**config.mk**
```make
export PLATFORM = sky130hd
export DESIGN_NAME = tug_scorekeeper
export DESIGN_NICKNAME = d
export VERILOG_FILES = /design/src/rtl/tug_pkg.sv /design/src/rtl/tug_scorekeeper_score_hex.sv /design/src/rtl/tug_scorekeeper.sv
export SDC_FILE = /design/constraint.sdc
export NUM_CORES = 1
export LEC_CHECK = 0
export CAP_MARGIN = 20
export CELL_PAD_IN_SITES_DETAIL_PLACEMENT = 1
export CELL_PAD_IN_SITES_GLOBAL_PLACEMENT = 1
export CORE_MARGIN = 2
export CORE_UTILIZATION = 32
export DETAILED_ROUTE_END_ITERATION = 16
export GPL_ROUTABILITY_DRIVEN = 0
export GPL_TIMING_DRIVEN = 0
export PLACE_DENSITY = 0.81
export SYNTH_ARGS = -nofsm -noshare
export SYNTH_HDL_FRONTEND = slang
export SYNTH_SLANG_ARGS = --single-unit
```
**constraint.sdc**
```tcl
create_clock -name clk -period 2.05 [get_ports clk]
set_clock_uncertainty 0.1 [all_clocks]
set_input_delay 0.3075 -clock clk [delete_from_list [all_inputs] [get_ports clk]]
set_output_delay 0.3075 -clock clk [all_outputs]
set_load 0.02 [all_outputs]
```
**src/rtl/tug_pkg.sv**
```systemverilog
// Shared types and constants for the tug-of-war score keeper: FSM states,
// winner encodings and active-low {g,f,e,d,c,b,a} seven-segment patterns.
package tug_pkg;

    typedef enum logic [1:0] {
        PLAY  = 2'd0,
        POINT = 2'd1,
        HOLD  = 2'd2,
        OVER  = 2'd3
    } tug_state_e;

    localparam logic [1:0] WIN_NONE = 2'b00;
    localparam logic [1:0] WIN_L    = 2'b01;
    localparam logic [1:0] WIN_R    = 2'b10;

    localparam logic [6:0] SEG_BLANK = 7'b1111111;

    localparam logic [6:0] SEG_DIGIT [0:9] = '{
        7'b1000000,  // 0
        7'b1111001,  // 1
        7'b0100100,  // 2
        7'b0110000,  // 3
        7'b0011001,  // 4
        7'b0010010,  // 5
        7'b0000010,  // 6
        7'b1111000,  // 7
        7'b0000000,  // 8
        7'b0010000   // 9
    };

endpackage

```
**src/rtl/tug_scorekeeper_score_hex.sv**
```systemverilog
// Score-to-digit decoder: maps an SW-bit score to an active-low seven-segment
// pattern; values above 9 show blank.
module score_hex
    import tug_pkg::*;
#(
    parameter int SW = 3
) (
    input  logic [SW-1:0] score,
    output logic [6:0]    seg
);

    always_comb begin
        seg = SEG_BLANK;
        for (int i = 0; i < 10; i++) begin
            if (int'(score) == i) seg = SEG_DIGIT[i];
        end
    end

endmodule

```
**src/rtl/tug_scorekeeper.sv**
```systemverilog
// Point/match controller downstream of the tug-of-war light bar. The score
// digits are decoded only when TUG_SCORE_HEX_EN is defined; otherwise blank.
module tug_scorekeeper
    import tug_pkg::*;
#(
    parameter int MAX_SCORE   = 7,
    parameter int HOLD_CYCLES = 4,
    parameter int SW          = 3
) (
    input  logic          clk,
    input  logic          reset,
    input  logic          L,
    input  logic          R,
    input  logic          edge_l,
    input  logic          edge_r,
    output logic          point_rst,
    output logic [SW-1:0] score_l,
    output logic [SW-1:0] score_r,
    output logic [1:0]    winner,
    output logic          match_over,
    output logic [6:0]    hex_l,
    output logic [6:0]    hex_r
);

    localparam int          HW        = (HOLD_CYCLES > 0) ? $clog2(HOLD_CYCLES + 1) : 1;
    localparam logic [HW-1:0] HOLD_LOAD = HW'(HOLD_CYCLES);
    localparam logic [SW-1:0] MAX_S     = SW'(MAX_SCORE);

    tug_state_e    state_q, state_d;
    logic [HW-1:0] hold_cnt_q, hold_cnt_d;
    logic [SW-1:0] score_l_q, score_l_d;
    logic [SW-1:0] score_r_q, score_r_d;
    logic [1:0]    winner_q, winner_d;
    logic          last_l_q, last_l_d;

    // A simultaneous press never moves the bar, so it never scores either.
    logic pt_l, pt_r;
    assign pt_l = edge_l & L & ~R;
    assign pt_r = edge_r & R & ~L;

    always_ff @(posedge clk) begin
        if (reset) begin
            state_q    <= PLAY;
            hold_cnt_q <= '0;
            score_l_q  <= '0;
            score_r_q  <= '0;
            winner_q   <= WIN_NONE;
            last_l_q   <= 1'b0;
        end else begin
            state_q    <= state_d;
            hold_cnt_q <= hold_cnt_d;
            score_l_q  <= score_l_d;
            score_r_q  <= score_r_d;
            winner_q   <= winner_d;
            last_l_q   <= last_l_d;
        end
    end

    always_comb begin
        state_d    = state_q;
        hold_cnt_d = hold_cnt_q;
        score_l_d  = score_l_q;
        score_r_d  = score_r_q;
        winner_d   = winner_q;
        last_l_d   = last_l_q;
        case (state_q)
            PLAY: begin
                if (pt_l) begin
                    score_l_d = (score_l_q >= MAX_S) ? MAX_S : score_l_q + SW'(1);
                    last_l_d  = 1'b1;
                    state_d   = POINT;
                end else if (pt_r) begin
                    score_r_d = (score_r_q >= MAX_S) ? MAX_S : score_r_q + SW'(1);
                    last_l_d  = 1'b0;
                    state_d   = POINT;
                end
            end
            POINT: begin
                if (last_l_q ? (score_l_q == MAX_S) : (score_r_q == MAX_S)) begin
                    winner_d = last_l_q ? WIN_L : WIN_R;
                    state_d  = OVER;
                end else if (HOLD_CYCLES == 0) begin
                    state_d = PLAY;
                end else begin
                    hold_cnt_d = HOLD_LOAD;
                    state_d    = HOLD;
                end
            end
            HOLD: begin
                if (hold_cnt_q <= HW'(1)) begin
                    hold_cnt_d = '0;
                    state_d    = PLAY;
                end else begin
                    hold_cnt_d = hold_cnt_q - HW'(1);
                end
            end
            default: ;  // OVER: only reset leaves
        endcase
    end

    // OVER keeps the bar pinned at centre until the next match.
    assign point_rst  = (state_q == POINT) || (state_q == OVER);
    assign match_over = (state_q == OVER);
    assign winner     = winner_q;
    assign score_l    = score_l_q;
    assign score_r    = score_r_q;

`ifdef TUG_SCORE_HEX_EN
    score_hex #(.SW(SW)) u_hex_l (.score(score_l_q), .seg(hex_l));
    score_hex #(.SW(SW)) u_hex_r (.score(score_r_q), .seg(hex_r));
`else
    assign hex_l = SEG_BLANK;
    assign hex_r = SEG_BLANK;
`endif

endmodule
```
==> report_table.html, run 1 <==
<table>
<tr><th>Metric</th><th>Value</th></tr>
<tr><th colspan="2">Run status</th></tr>
<tr><td>Run status</td><td>completed</td></tr>
<tr><th colspan="2">Cells and area</th></tr>
<tr><td>Diode count</td><td>0</td></tr>
<tr><td>Fill cell instance count of the final layout</td><td>~330</td></tr>
<tr><td>Footprint of the multi-input gates</td><td>around 520 um^2</td></tr>
<tr><td>Layout cell share with drive strength beyond 1</td><td>0.1812</td></tr>
<tr><td>Footprint of the flip-flops and latches</td><td>approximately 280 um^2</td></tr>
<tr><td>End-of-flow core utilization</td><td>0.4318</td></tr>
<tr><td>Area added between synthesis and finish</td><td>31.30%</td></tr>
<tr><td>Commonest cells after routing, fill and taps aside</td><td>buf_4, conb_1, clkdlybuf4s50_1</td></tr>
<tr><td>Net total in the final layout</td><td>about 160</td></tr>
<tr><th colspan="2">Clocking</th></tr>
<tr><td>Number of buffers on the longest clock path</td><td>2</td></tr>
<tr><td>Quantity of hold-fixing buffers added after cts</td><td>0</td></tr>
<tr><td>TritonCTS clock tree</td><td>yes</td></tr>
<tr><td>Clock latency at the later pin of the worst-skew pair</td><td>approximately 0.29 ns</td></tr>
<tr><td>Clock-pin slew on the worst setup and hold paths</td><td>~0.090 ns</td></tr>
<tr><td>Count of H-tree levels built during CTS</td><td>1</td></tr>
<tr><td>CTS Root Cell</td><td>clkbuf_4</td></tr>
<tr><td>Number of buffers created by CTS</td><td>3</td></tr>
<tr><td>Count of clock tree sinks</td><td>14</td></tr>
<tr><th colspan="2">Power and ir drop</th></tr>
<tr><td>PwrDens</td><td>816.9 mW/mm^2</td></tr>
<tr><td>Worst IR drop on VDD</td><td>approximately 0.47 mV</td></tr>
<tr><td>Leakage power total</td><td>0.5075 nW</td></tr>
<tr><td>Total chip power</td><td>approximately 0.00095 W</td></tr>
<tr><th colspan="2">Floorplanning</th></tr>
<tr><td>Initial standard-cell utilization of the core</td><td>0.3288</td></tr>
<tr><td>Std cell rows</td><td>19</td></tr>
<tr><td>Die Footprint</td><td>0.003197 mm^2</td></tr>
<tr><td>Placeable Area</td><td>0.002686 mm^2</td></tr>
<tr><td>Die outline height</td><td>between 50 and 60 um</td></tr>
<tr><td>I/O pin cnt</td><td>30</td></tr>
<tr><td>Horizontal die dimension</td><td>~57 um</td></tr>
<tr><th colspan="2">STA</th></tr>
<tr><td>Final hold vios</td><td>0</td></tr>
<tr><td>Final Max Tran Viols</td><td>0</td></tr>
<tr><td>Endpoints failing setup</td><td>0</td></tr>
<tr><td>Maximum clock frequency</td><td>506.9 MHz</td></tr>
<tr><td>Setup repair after global routing missed its margin</td><td>no</td></tr>
<tr><td>Worst hold slack</td><td>0.3811 ns</td></tr>
<tr><td>Summed negative setup slack over all endpoints</td><td>0 ns</td></tr>
<tr><td>Final period utilization</td><td>0.9623</td></tr>
<tr><td>Period minus WS final</td><td>between 1.5 and 2 ns</td></tr>
<tr><td>Worst setup slack after layout</td><td>0.07720 ns</td></tr>
<tr><th colspan="2">Detailed routing</th></tr>
<tr><td>Routed wire length per instance</td><td>12.18 um</td></tr>
<tr><td>Total via count after detailed routing</td><td>about 800</td></tr>
<tr><td>DR DRC count</td><td>0</td></tr>
<tr><td>Post-DR vias/cell</td><td>around 4.8</td></tr>
<tr><td>DRT Pass-1 Iters</td><td>3</td></tr>
<tr><td>Post-detailed-routing wire length</td><td>approximately 2.1 mm</td></tr>
<tr><td>Number of antenna-violating nets in the routed design</td><td>0</td></tr>
<tr><td>Detailed router's first-iteration violation count</td><td>18</td></tr>
<tr><th colspan="2">Run</th></tr>
<tr><td>Number of violations of the max-capacitance limit</td><td>0</td></tr>
<tr><th colspan="2">Placement</th></tr>
<tr><td>Post-detail-place hpwl</td><td>roughly 1.7 mm</td></tr>
<tr><td>Number of I/O port buffers</td><td>15</td></tr>
<tr><td>Worst setup slack after placement</td><td>-0.04759 ns</td></tr>
<tr><th colspan="2">Worst setup path</th></tr>
<tr><td>WP data arrival</td><td>between 1.5 and 2 ns</td></tr>
<tr><td>Largest fanout on the critical path</td><td>7</td></tr>
<tr><td>CP max stage cell</td><td>dfxtp_2</td></tr>
<tr><td>Largest stage delay on the critical path</td><td>about 0.37 ns</td></tr>
<tr><td>Critical Path End Type</td><td>output pin</td></tr>
<tr><td>Ordered list of cells on the worst path</td><td>inv_1 -&gt; ha_2 -&gt; or2_2 -&gt; dlygate4sd2_1</td></tr>
<tr><td>Startpoint class of the critical path</td><td>flip-flop</td></tr>
<tr><td>Classification of the worst setup path</td><td>reg -&gt; out</td></tr>
<tr><td>Crit path required time</td><td>roughly 1.6 ns</td></tr>
<tr><th colspan="2">Synthesis</th></tr>
<tr><td>Sequential area share after synthesis</td><td>0.3173</td></tr>
<tr><td>Area of the mapped netlist</td><td>between 800 and 900 um^2</td></tr>
<tr><td>Post-Synthesis Cells</td><td>~110</td></tr>
<tr><td>Synthesized area per cell</td><td>approximately 8.3 um^2</td></tr>
<tr><td>Warning count from the yosys run</td><td>0</td></tr>
<tr><td>Synthesized flop and latch total</td><td>14</td></tr>
<tr><td>Proportion of netlist area held by the largest area contributor</td><td>0.3173</td></tr>
<tr><td>Top cells by area in the synthesized netlist</td><td>dfxtp_1, ha_1, buf_4</td></tr>
<tr><td>Cell type with the largest total area after synthesis</td><td>dfxtp_1</td></tr>
<tr><td>Count of different cell masters after synthesis</td><td>29</td></tr>
<tr><th colspan="2">Global routing</th></tr>
<tr><td>First-pass GRT wire length</td><td>3.615 mm</td></tr>
<tr><td>Vias in the first global route</td><td>805</td></tr>
<tr><td>Total overflow reported by the global router</td><td>0</td></tr>
<tr><td>Largest net degree at the start of global routing</td><td>11</td></tr>
<tr><td>Total Routing Usage GR</td><td>0.1467</td></tr>
<tr><td>Antenna violations before repair</td><td>0</td></tr>
<tr><th colspan="2">Hold path</th></tr>
<tr><td>Worst hold path type</td><td>reg -&gt; reg</td></tr>
</table>
==> sequential cells by signal, indices dropped and copies added (netlist names) <==
signal      flops
hold_cnt_q      3
last_l_q        1
score_l         3
score_r         3
state_q         2
winner          2
==> kinds of logic (layout without fill, tap and decap cells) <==
logic type      after synthesis  in the layout  synth area share
simple gates                 32             32            0.1813
compound gates               24             24            0.1714
mux                           2              2           0.02266
buf+inv                      24             42            0.1615
flops                        14             14            0.3173
fa+ha+maj                    10             10            0.1416
other cells                   1             14          0.004245
==> final timing paths <==
path	start	endpoint	slack, ns	cells after the start
worst max register to register	score_r[0]	hold_cnt_q[0]	0.14	6
worst min-delay path	hold_cnt_q[1]	hold_cnt_q[1]	0.38	2
worst max-delay path	state_q[1]	point_rst	0.08	4
worst min register to register	hold_cnt_q[1]	hold_cnt_q[1]	0.38	2
==> power breakdown <==
group	internal (W)	switching (W)	total, W	leakage, nW
clock network	0.000108	0.000102	0.000211	0.0210
registers	0.000310	0.0000364	0.000346	0.115
logic	0.000174	0.000216	0.000391	0.372
total	0.000592	0.000355	0.000948	0.507
==> Yosys cell counts <==
library cell / n
o221a_2: 1
o21ai_1: 1
clkbuf_1: 4
or3_2: 2
a31oi_1: 2
o21ba_1: 1
nand3b_1: 1
o21a_1: 1
nor3_1: 3
o22ai_1: 4
conb_1: 1
a22oi_1: 1
inv_1: 6
nand3_1: 2
and4b_1: 2
or3_1: 2
o21ai_0: 4
a21o_1: 1
a211oi_1: 1
nor2_1: 10
mux2i_1: 2
a21oi_1: 6
buf_4: 14
nand2_1: 8
ha_1: 10
or2_2: 1
dfxtp_1: 14
nand2b_1: 1
o31ai_1: 1
==> worst max-delay path, delay by kind of cell, from the launching register on <==
kind	cells	cell delay [ns]
fa+ha+maj	1	0.22
buf+inv	2	0.39
flops	1	0.37
simple gates	1	0.30
==> per-layer routing <==
metal  up-vias  track usage  share of wire
met1       379       0.1457           0.40
met2        17       0.2674           0.52
met4         0      0.06122          0.014
met3         4      0.05760          0.061
li1        406            -              -
met5         -            0              0
==> per-stage QoR <==
| stage | instances | area [um^2] |
|---|---|---|
| finish | 169 | 1160 |
| detailed placement | 166 | 1121 |
| floorplan | 120 | 932.1 |
| global route | 169 | 1160 |
| global placement | 166 | 1121 |
| CTS | 169 | 1156 |
==> cell type report <==
type                            instances  share of cell area
Multi-Input combinational cell         82              0.4444
Sequential cell                        14              0.2427
Timing Repair Buffer                   15              0.1284
Buffer                                 17              0.1003
Tap cell                               31             0.03344
Clock buffer                            4             0.03128
Inverter                                6             0.01942
==> timing repair <==
| item | in CTS | in global routing |
|---|---|---|
| setup endpoints to repair | 1 | 1 |
| setup buffers | 0 | 0 |
| gates resized for setup | 3 | 1 |
No activity file was read; power rests on OpenSTA's default activity.
==> run 2, diff against run 1 <==
--- a/config.mk
+++ b/config.mk
@@ -14,6 +14,7 @@
 export GPL_ROUTABILITY_DRIVEN = 0
 export GPL_TIMING_DRIVEN = 0
 export PLACE_DENSITY = 0.81
+export SKIP_LAST_GASP = 1
 export SYNTH_ARGS = -nofsm -noshare
 export SYNTH_HDL_FRONTEND = slang
 export SYNTH_SLANG_ARGS = --single-unit
==> results of run 2 <==
No change in the layout: final DEF, timing and power equal those of run 1.
==> run 3, diff against run 2 <==
--- a/config.mk
+++ b/config.mk
@@ -13,7 +13,9 @@
 export DETAILED_ROUTE_END_ITERATION = 16
 export GPL_ROUTABILITY_DRIVEN = 0
 export GPL_TIMING_DRIVEN = 0
+export MAX_ROUTING_LAYER = met4
 export PLACE_DENSITY = 0.81
+export RECOVER_POWER = 25
 export SKIP_LAST_GASP = 1
 export SYNTH_ARGS = -nofsm -noshare
 export SYNTH_HDL_FRONTEND = slang
==> report_table.html, run 3 (synthesis gave the netlist of run 1 again) <==
<table>
<tr><th>Metric</th><th>Value</th></tr>
<tr><th colspan="2">Worst setup path</th></tr>
<tr><td>Launch point of the worst reg-to-reg path</td><td>score_r[0]</td></tr>
<tr><td>Startpoint class of the critical path</td><td>flip-flop</td></tr>
<tr><td>WP data arrival</td><td>1.57 ns (about the same)</td></tr>
<tr><td>Worst R2R End</td><td>hold_cnt_q[0]</td></tr>
<tr><td>Crit path required time</td><td>1.64 ns (about the same)</td></tr>
<tr><td>Cell depth of the worst flop-to-flop path</td><td>6 (unchanged)</td></tr>
<tr><td>Critical Path End Type</td><td>output pin</td></tr>
<tr><td>Classification of the worst setup path</td><td>reg -&gt; out</td></tr>
<tr><td>Largest fanout on the critical path</td><td>7 (unchanged)</td></tr>
<tr><td>Register-to-Register Setup Slack</td><td>0.14 ns (about the same)</td></tr>
<tr><th colspan="2">Clocking</th></tr>
<tr><td>Clock latency at the later pin of the worst-skew pair</td><td>0.29 ns (about the same)</td></tr>
<tr><td>Cells resized by post-CTS repair</td><td>3 (unchanged)</td></tr>
<tr><td>CTS Root Cell</td><td>clkbuf_4</td></tr>
<tr><td>Post-CTS repair timing setup buffer count</td><td>0 (unchanged)</td></tr>
<tr><td>Quantity of hold-fixing buffers added after cts</td><td>0 (unchanged)</td></tr>
<tr><td>Count of H-tree levels built during CTS</td><td>1 (unchanged)</td></tr>
<tr><td>TritonCTS clock tree</td><td>yes</td></tr>
<tr><td>Clock-pin slew on the worst setup and hold paths</td><td>0.09 ns (about the same)</td></tr>
<tr><td>Count of clock tree sinks</td><td>14 (unchanged)</td></tr>
<tr><td>Number of buffers created by CTS</td><td>3 (unchanged)</td></tr>
<tr><td>Number of buffers on the longest clock path</td><td>2 (unchanged)</td></tr>
<tr><th colspan="2">STA</th></tr>
<tr><td>Final hold vios</td><td>0 (unchanged)</td></tr>
<tr><td>Final period utilization</td><td>0.9627 (about the same)</td></tr>
<tr><td>Worst setup slack after layout</td><td>0.07641 ns (-0.0007903 ns)</td></tr>
<tr><td>Final Max Tran Viols</td><td>0 (unchanged)</td></tr>
<tr><td>Maximum clock frequency</td><td>506.7 MHz (about the same)</td></tr>
<tr><td>Period minus WS final</td><td>1.974 ns (+0.0007903 ns)</td></tr>
<tr><td>Summed negative setup slack over all endpoints</td><td>0 ns (unchanged)</td></tr>
<tr><td>Setup repair after global routing missed its margin</td><td>no</td></tr>
<tr><td>Endpoints failing setup</td><td>0 (unchanged)</td></tr>
<tr><th colspan="2">Global routing</th></tr>
<tr><td>Total Routing Usage GR</td><td>0.1507 (+0.004032)</td></tr>
<tr><td>Antenna violations before repair</td><td>0 (unchanged)</td></tr>
<tr><td>Vias in the first global route</td><td>805 (unchanged)</td></tr>
<tr><td>First-pass GRT wire length</td><td>3.615 mm (unchanged)</td></tr>
<tr><td>Total overflow reported by the global router</td><td>0 (unchanged)</td></tr>
<tr><td>Largest net degree at the start of global routing</td><td>11 (unchanged)</td></tr>
<tr><th colspan="2">Cells and area</th></tr>
<tr><td>Layout cell share with drive strength beyond 1</td><td>0.1812 (unchanged)</td></tr>
<tr><td>Area added between synthesis and finish</td><td>31.30% (unchanged)</td></tr>
<tr><td>Fill cell instance count of the final layout</td><td>332 (unchanged)</td></tr>
<tr><td>Diode count</td><td>0 (unchanged)</td></tr>
<tr><td>End-of-flow core utilization</td><td>0.4318 (unchanged)</td></tr>
<tr><td>Commonest cells after routing, fill and taps aside</td><td>buf_4, conb_1, dfxtp_1, clkdlybuf4s50_1, nor2_1</td></tr>
<tr><td>Footprint of the flip-flops and latches</td><td>281.5 um^2 (unchanged)</td></tr>
<tr><td>Footprint of the multi-input gates</td><td>515.5 um^2 (unchanged)</td></tr>
<tr><td>Net total in the final layout</td><td>155 (unchanged)</td></tr>
<tr><th colspan="2">Hold path</th></tr>
<tr><td>Hold Crit Endpoint</td><td>hold_cnt_q[1]</td></tr>
<tr><td>Hold Path Cell Cnt</td><td>2 (unchanged)</td></tr>
<tr><td>Worst hold path type</td><td>reg -&gt; reg</td></tr>
<tr><td>Launch point of the worst hold path</td><td>hold_cnt_q[1]</td></tr>
<tr><th colspan="2">Power and ir drop</th></tr>
<tr><td>Proportion of power drawn by flip-flops and latches</td><td>0.365 (about the same)</td></tr>
<tr><td>Leakage power total</td><td>0.5111 nW (+0.71%)</td></tr>
<tr><td>Cell-internal power</td><td>0.0005926 W (about the same)</td></tr>
<tr><td>P_sw</td><td>0.0003552 W (about the same)</td></tr>
<tr><td>Share of power burned in combinational logic</td><td>0.413 (about the same)</td></tr>
<tr><td>PwrDens</td><td>817.1 mW/mm^2 (about the same)</td></tr>
<tr><td>Fraction of power consumed by the clock network</td><td>0.222 (about the same)</td></tr>
<tr><td>Worst IR drop on VDD</td><td>0.4741 mV (about the same)</td></tr>
<tr><td>Net switching fraction of the power</td><td>0.3748 (about the same)</td></tr>
<tr><th colspan="2">Floorplanning</th></tr>
<tr><td>Initial standard-cell utilization of the core</td><td>0.3288 (unchanged)</td></tr>
<tr><td>I/O pin cnt</td><td>30 (unchanged)</td></tr>
<tr><td>Std cell rows</td><td>19 (unchanged)</td></tr>
<tr><td>Horizontal die dimension</td><td>56.54 um (unchanged)</td></tr>
<tr><td>Die Footprint</td><td>0.003197 mm^2 (unchanged)</td></tr>
<tr><td>Placeable Area</td><td>0.002686 mm^2 (unchanged)</td></tr>
<tr><td>Die outline height</td><td>56.54 um (unchanged)</td></tr>
<tr><th colspan="2">Detailed routing</th></tr>
<tr><td>DR DRC count</td><td>0 (unchanged)</td></tr>
<tr><td>Routed wire length per instance</td><td>12.20 um (+0.15%)</td></tr>
<tr><td>Number of antenna-violating nets in the routed design</td><td>0 (unchanged)</td></tr>
<tr><td>Total via count after detailed routing</td><td>806 (unchanged)</td></tr>
<tr><td>Post-DR vias/cell</td><td>4.769 (unchanged)</td></tr>
<tr><td>Post-detailed-routing wire length</td><td>2.062 mm (+0.15%)</td></tr>
<tr><td>Detailed router's first-iteration violation count</td><td>17 (-1)</td></tr>
<tr><td>DRT Pass-1 Iters</td><td>3 (unchanged)</td></tr>
<tr><th colspan="2">Run status</th></tr>
<tr><td>Run status</td><td>completed</td></tr>
<tr><th colspan="2">Placement</th></tr>
<tr><td>Worst setup slack after placement</td><td>-0.04759 ns (unchanged)</td></tr>
<tr><td>Number of I/O port buffers</td><td>15 (unchanged)</td></tr>
<tr><td>Post-detail-place hpwl</td><td>1.671 mm (unchanged)</td></tr>
<tr><th colspan="2">Run</th></tr>
<tr><td>Number of violations of the max-capacitance limit</td><td>0 (unchanged)</td></tr>
</table>
==> run 3: cell types whose count changed in the layout (fill, tap and decap cells not counted) <==
cell,change
clkdlybuf4s50_1,-1
dlygate4sd3_1,+1
==> run 3: per-layer routing <==
metal  routed length [um]  track usage  share of wire
met1                  839       0.1471           0.41
met2                 1079       0.2674           0.52
met3                  116      0.05530          0.056
met4                   27      0.06122          0.013
met5                    0            -              0
==> run 3: worst max-delay path, stage by stage, from the launching register on <==
cell and delay (ns):
dfxtp_2 0.37, inv_1 0.07, ha_2 0.22, or2_2 0.30, dlygate4sd2_1 0.32
==> run 3: area by class of cell <==
type	instances	area share
Tap cell	31	0.03344
Multi-Input combinational cell	82	0.4444
Timing Repair Buffer	15	0.1284
Buffer	17	0.1003
Clock buffer	4	0.03128
Inverter	6	0.01942
Sequential cell	14	0.2427
==> run 3: power by group through the flow <==
stage               logic [W]  clock network (W)  registers, W
CTS                  0.000383           0.000223      0.000347
detailed placement   0.000386                  0      0.000352
global route         0.000430           0.000232      0.000353
global placement     0.000364                  0      0.000347
finish               0.000391           0.000210      0.000346
floorplan            0.000253                  0      0.000361
==> run 3: through the flow <==
stage | cells | cell area, um^2 | total power [W] | hold slack (ns)
after floorplan | 120 | 932.1 | 0.0006139 | 0.2766
after global placement | 166 | 1121 | 0.0007110 | 0.3593
after detailed placement | 166 | 1121 | 0.0007377 | 0.3676
after CTS | 169 | 1156 | 0.0009531 | 0.3808
after global routing | 169 | 1160 | 0.001015 | 0.4134
final | 169 | 1160 | 0.0009478 | 0.3811
==> run 3: how the worst max path moves through the flow <==
stage,start,depth (start not counted),endpoint
3_5_place_dp,state_q[1],5,point_rst
4_1_cts,state_q[1],4,point_rst
2_1_floorplan,score_r[0],6,hold_cnt_q[0]
5_1_grt,state_q[1],4,point_rst
3_3_place_gp,state_q[1],5,point_rst
6_report,state_q[1],4,point_rst
